[src/rtl/div_32_bit.sv]
// div_32_bit: signed restoring divider, z = {remainder, quotient}; DIV_BY_ZERO_DETECT_EN short-circuits b == 0
module div_32_bit #(
    parameter int WIDTH = 32
) (
    input  logic                 clk,
    input  logic                 clr_n,
    input  logic                 start,
    input  logic [WIDTH-1:0]     a,
    input  logic [WIDTH-1:0]     b,
    output logic                 busy,
    output logic                 done,
    output logic [2*WIDTH-1:0]   z,
    output logic                 div_by_zero
);
    localparam int CW = $clog2(WIDTH);
    localparam logic [CW-1:0] LAST = CW'(WIDTH - 1);
    typedef enum logic [1:0] {IDLE, CALC, FIX} state_t;
    state_t           state;
    logic [WIDTH-1:0] rem, quo, mag_b, abs_a, abs_b;
    logic [CW-1:0]    cnt;
    logic             q_neg, r_neg, dz, dz_out, zero;
    logic [WIDTH:0]   trial;
`ifdef DIV_BY_ZERO_DETECT_EN
    assign zero = b == '0;
`else
    assign zero = 1'b0;
`endif
    assign div_by_zero = dz_out;
    assign abs_a = a[WIDTH-1] ? -a : a;
    assign abs_b = b[WIDTH-1] ? -b : b;
    assign trial = {rem, quo[WIDTH-1]} - {1'b0, mag_b};
    // a zero divisor jumps straight to FIX with quotient all ones and remainder |a|, so FIX restores a
    always_ff @(posedge clk or negedge clr_n) begin
        if (!clr_n) begin
            state  <= IDLE;
            rem    <= '0;
            quo    <= '0;
            mag_b  <= '0;
            cnt    <= '0;
            q_neg  <= 1'b0;
            r_neg  <= 1'b0;
            dz     <= 1'b0;
            dz_out <= 1'b0;
            busy   <= 1'b0;
            done   <= 1'b0;
            z      <= '0;
        end else begin
            done <= 1'b0;
            case (state)
                IDLE: if (start) begin
                    rem    <= zero ? abs_a : '0;
                    quo    <= zero ? '1 : abs_a;
                    mag_b  <= abs_b;
                    q_neg  <= zero ? 1'b0 : a[WIDTH-1] ^ b[WIDTH-1];
                    r_neg  <= a[WIDTH-1];
                    cnt    <= LAST;
                    dz     <= zero;
                    dz_out <= 1'b0;
                    busy   <= 1'b1;
                    state  <= zero ? FIX : CALC;
                end
                CALC: begin
                    rem   <= trial[WIDTH] ? {rem[WIDTH-2:0], quo[WIDTH-1]} : trial[WIDTH-1:0];
                    quo   <= {quo[WIDTH-2:0], ~trial[WIDTH]};
                    cnt   <= cnt - 1'b1;
                    state <= cnt == '0 ? FIX : CALC;
                end
                FIX: begin
                    z      <= {r_neg ? -rem : rem, q_neg ? -quo : quo};
                    dz_out <= dz;
                    done   <= 1'b1;
                    busy   <= 1'b0;
                    state  <= IDLE;
                end
                default: state <= IDLE;
            endcase
        end
    end
endmodule

[config.mk]
export PLATFORM = sky130hd
export DESIGN_NAME = div_32_bit
export DESIGN_NICKNAME = d
export VERILOG_FILES = /design/src/rtl/div_32_bit.sv
export SDC_FILE = /design/constraint.sdc
export NUM_CORES = 1
export LEC_CHECK = 0
export CORE_MARGIN = 8
export CORE_UTILIZATION = 57
export DETAILED_ROUTE_END_ITERATION = 10
export GPL_ROUTABILITY_DRIVEN = 0
export PLACE_DENSITY = 0.81
export SLEW_MARGIN = 40
export SYNTH_ARGS = -nofsm -noshare
export SYNTH_HDL_FRONTEND = slang
export SYNTH_SLANG_ARGS = --single-unit
[constraint.sdc]
create_clock -name clk -period 3.4 [get_ports clk]
set_input_delay 0.51 -clock clk [delete_from_list [all_inputs] [get_ports clk]]
set_output_delay 0.51 -clock clk [all_outputs]
set_load 0.02 [all_outputs]
Word-level counts from Yosys, hierarchy flattened:

Index checks and enable logic that the tools add are counted.

* add/subtract/negate cells: 6
* equality and inequality tests: 3
* muxes and demuxes: 19
* bitwise operators: 2
* reductions and logical operators: 7

Operators with widths (number)
* $mux 32: 7
* $neg 32->32: 4
* $pmux 32 s2: 2
* $sub 33x32->33: 1
* $pmux 5 s2: 1
* $reduce_and 2->1: 3
* $logic_not 5->1: 1
* $mux 5: 1
* $sub 5x1->5 const B: 1
* $mux 2: 2
* $pmux 1 s2: 2
* $pmux 2 s2: 1
* $reduce_bool 2->1: 2
* $mux 1: 3
* $eq 2x1->1 const B: 1
* $eq 2x2->1 const B: 1
* $logic_not 2->1: 1
* $ne 2x2->1 const B: 1
* $not 1->1: 1
* $xor 1x1->1: 1

* flip-flop bits (word level): 172
* output and inout port bits: 67
* logic and storage cells: 48

Logic depth before layout (Yosys ltp):

* depth after elaboration: 4
* gate-level depth with buffers: 12
* depth with buffers taken out: 11

Worst setup path after synthesis:

Ideal clock, no wire load.

* path kind: register -> register
* from: reg rem[24]
* to: reg rem[13]
* setup time: 0.146 ns
* data arrival time: 2.613 ns
* path slack: 0.640 ns
* stages on the path, launching flop included: 12
* path buffers: 2
* path through: dfrtp_1 > ha_1 > buf_2 > nand4_2 > or3_4 > a2111oi_4 > o21ai_2 > a31oi_4 > nor3_1 > buf_2 > o211ai_1 > o311ai_2

* longest elaborated chain between the ends: 3

RTL lines
* start, declared: RTL line 19 `logic [WIDTH-1:0] rem, quo, mag_b, abs_a, abs_b;`
* start signal, assigned: RTL line 51 `rem <= zero ? abs_a : '0;`
* start signal, assigned: RTL line 63 `rem <= trial[WIDTH] ? {rem[WIDTH-2:0], quo[WIDTH-1]} : trial[WIDTH-1:0];`
* $sub 33x32->33: RTL line 31 `assign trial = {rem, quo[WIDTH-1]} - {1'b0, mag_b};`
* $mux 32: RTL line 63
* $pmux 32 s2: RTL line 49 `case (state)`

Every way passes these cells.
A chain may end at the register's enable or synchronous reset.

Worst setup path in the final report:

* from: reg rem[21]
* to: reg rem[5]

The elaborated chain is that of the path after synthesis.

==> results_dict.tcl <==
set metrics [dict create \
    yosysTopAreaCellShare_pct 37.53 \
    r2r_slack_ns 0.28 \
    path_class "register to register" \
    layout_min_cycle_time_ns 3.122 \
    irDropWorstVdd_uv 757.5 \
    rsz0062_at_grt "false" \
    synthCells 1329 \
    critPathLaunchType "register" \
    grt_pass1_wl_um 49620 \
    async_reset_ff_share_pct 100.0 \
    netlist.top_cell.by_area "dfrtp_1" \
    clkTransAtPathRegs_ns 0.07 \
    syn_to_final_growth_pct 21.27 \
    end_kind "register" \
    rows 51 \
    initial_utilization_pct 58.39 \
    ant_nets 0 \
    setup-tns-final_ns 0 \
    hold_violations 0 \
    synth_common_cells "nand2_1, dfrtp_1, o21ai_0" \
    synth_cell_types 69 \
    die_w_um 157.4 \
    powerDensity_mw_per_mm2 1035 \
    cts_root_buf "clkbuf_16" \
    path_max_fanout 18 \
    combPwrFrac_pct 59.9 \
    fin_cells 1732 \
    track_usage_pct 24.78 \
    worstMarginPinSlew_ns 0.7239 \
    wirelength_um 30440 \
    run_status "completed" \
    slew_headroom_pct 51.29 \
    holdWs_ns 0.06336 \
    cts_inserted_buffers 17 \
    skew_ns 0.009767 \
    dr.pass1.iters 6 \
    nets 1559 \
    syn_avg_cell_area_um2 8.580 \
    cts_tree "done" \
    antennaDiodeCount 0 \
    synth_edf_count 0 \
    finalCritPeriodShare_pct 91.84 \
    grt_max_degree 69 \
    synth_nets 1434 \
    first_global_vias 9946 \
    r2r-start "rem[21]$_DFFE_PN0P_" \
    clkLatencyLatePin_ns 0.43 \
    reg2reg_to "rem[5]$_DFFE_PN0P_" \
    reg2regPathDepth 9 \
    synthTopCellsByArea "dfrtp_1, nand2_1, o21ai_0" \
    fp.dieArea_mm2 0.02479 \
    first_iter_violations 952 \
    yosys_warnings 0 \
    clock_path_buffers 2 \
    switching_share_pct 47.05 \
    setup_viol 0 \
    yosysSeqAreaShare_pct 37.53 \
    via_per_inst 6.038 \
    hp-class "input pin to async pin" \
    vias 10457 \
    drive_gt1_share_pct 8.521 \
    syn_area_mm2 0.01140 \
    fmax_mhz 320.3 \
    cts_sinks 171 \
    p_seq_share_pct 25.6 \
    htreeDepth 4 \
    io_buffers 132 \
    drc 0 \
    p_sw_uw 6735 \
    drv_cap 0 \
    core_area_mm2 0.01953 \
    yosysMostFrequentCell "nand2_1" \
    clkPwrFrac_pct 14.4 \
    pin_count 134 \
    dp_cells 1700 \
    synthFlopType "dfrtp_1" \
    wl_per_cell_um 17.58 \
    p_int_uw 7580 \
    maxSlewViolCount 0 \
    fillers 1520 \
    power.leakage_uw 0.005769 \
    dpl.hpwl_um 23230 \
    die_h_um 157.4 \
    overflow 0 \
    synth-seq-cells 171 \
    cp_data_required_time_ns 3.70 \
    cp.arrival_ns 3.43 \
    antenna_found_initial 0 \
]
layout by cell type (no fill, tap or decap), types with 8 or more instances in the layout:
cell type and n:
nand3_1 14, nor2b_1 9, nor3_1 14, inv_1 50
a21oi_1 57, o41ai_1 19, nand3b_1 8, o21ai_0 170
o211ai_1 41, dfrtp_1 170, o311ai_2 8, or4_1 16
and3_1 9, nand2b_1 16, a21o_1 10, nor2_1 45
clkbuf_16 17, ha_1 37, o31ai_1 32, nand2_1 234
o2111ai_1 10, or3_1 10, or2_2 8, o21ai_1 10
clkdlybuf4s50_1 130, xor2_1 95, a22oi_1 21, buf_4 42
xnor2_1 47
power by group through the flow:
| stage | Sequential, µW | Combinational [µW] | Clock [µW] |
|---|---|---|---|
| 6_report | 3670 | 8580 | 2070 |
| 5_1_grt | 3770 | 9390 | 2170 |
| 4_1_cts | 3630 | 8460 | 2090 |
| 3_5_place_dp | 3670 | 8370 | 0 |
| 3_3_place_gp | 3620 | 8140 | 0 |
| 2_1_floorplan | 3550 | 6030 | 0 |
worst max-delay path, stage by stage, from the launching register on:
cell and delay [ns]:
dfrtp_1 0.47, ha_1 0.46, nand2_1 0.14, or3_4 0.41, a2111oi_4 0.30, o21ai_2 0.13
a31oi_4 0.28, or3_4 0.21, nand2_4 0.17, o311ai_0 0.41
logic make-up (layout without fill, tap and decap cells):
family | count (synthesis) | count (layout) | synth area share, %
fa+ha+maj | 38 | 38 | 4.236
mux | 6 | 6 | 0.5377
compound gates | 426 | 426 | 24.69
flops | 171 | 171 | 37.53
xor+xnor | 142 | 142 | 10.91
simple gates | 422 | 422 | 17.79
buf+inv | 123 | 261 | 4.280
other cells | 1 | 1 | 0.03289
per-stage QoR:
stage	area, µm²	utilization (%)	setup WS, ns	power [µW]
final	13830	70.81	0.2775	14320
after global placement	13190	67.57	0.2272	11760
after detailed placement	13190	67.57	0.1173	12040
after floorplan	11400	-	0.6403	9581
after CTS	13820	70.79	0.2811	14180
after global routing	13830	70.81	0.04963	15330
sequential cells by signal (all words and copies together), names as in the netlist:
register  count
rem          32
q_neg         1
busy          1
cnt           5
done          1
state         2
r_neg         1
quo          32
z            64
mag_b        32
per-layer routing:
metal	GRT usage, %	part of all wire [%]
met5	0	0
met4	7.525	2.2
met3	5.182	8.7
met2	39.05	45
met1	33.68	44
final cells by class:
type	count	area (µm²)	share of cell area [%]
flip-flops and latches	171	4280	30.96
inverters	50	187.7	1.357
well taps	265	331.6	2.398
multi-input cells	1035	6665	48.20
clock buffers	17	425.4	3.077
repair buffers	179	1733	12.53
clock inverters	15	203.9	1.475
repair_timing:
item,CTS,global route
setup endpoints to repair,0,1
buffers inserted,0,0
resized for setup,0,1
hold buffers,0,0
how the worst max path moves through the flow:
stage                              from                     to  slack, ns  depth (start not counted)
CTS                  rem[4]$_DFFE_PN0P_     rem[5]$_DFFE_PN0P_       0.28                          9
global route         rem[0]$_DFFE_PN0P_     rem[5]$_DFFE_PN0P_       0.05                         10
floorplan           rem[24]$_DFFE_PN0P_    rem[13]$_DFFE_PN0P_       0.64                         11
detailed placement                 b[4]  mag_b[28]$_DFFE_PN0P_       0.12                          8
global placement                   b[4]  mag_b[28]$_DFFE_PN0P_       0.23                          8
finish              rem[21]$_DFFE_PN0P_     rem[5]$_DFFE_PN0P_       0.28                          9
(Power assumes the default switching activity.)
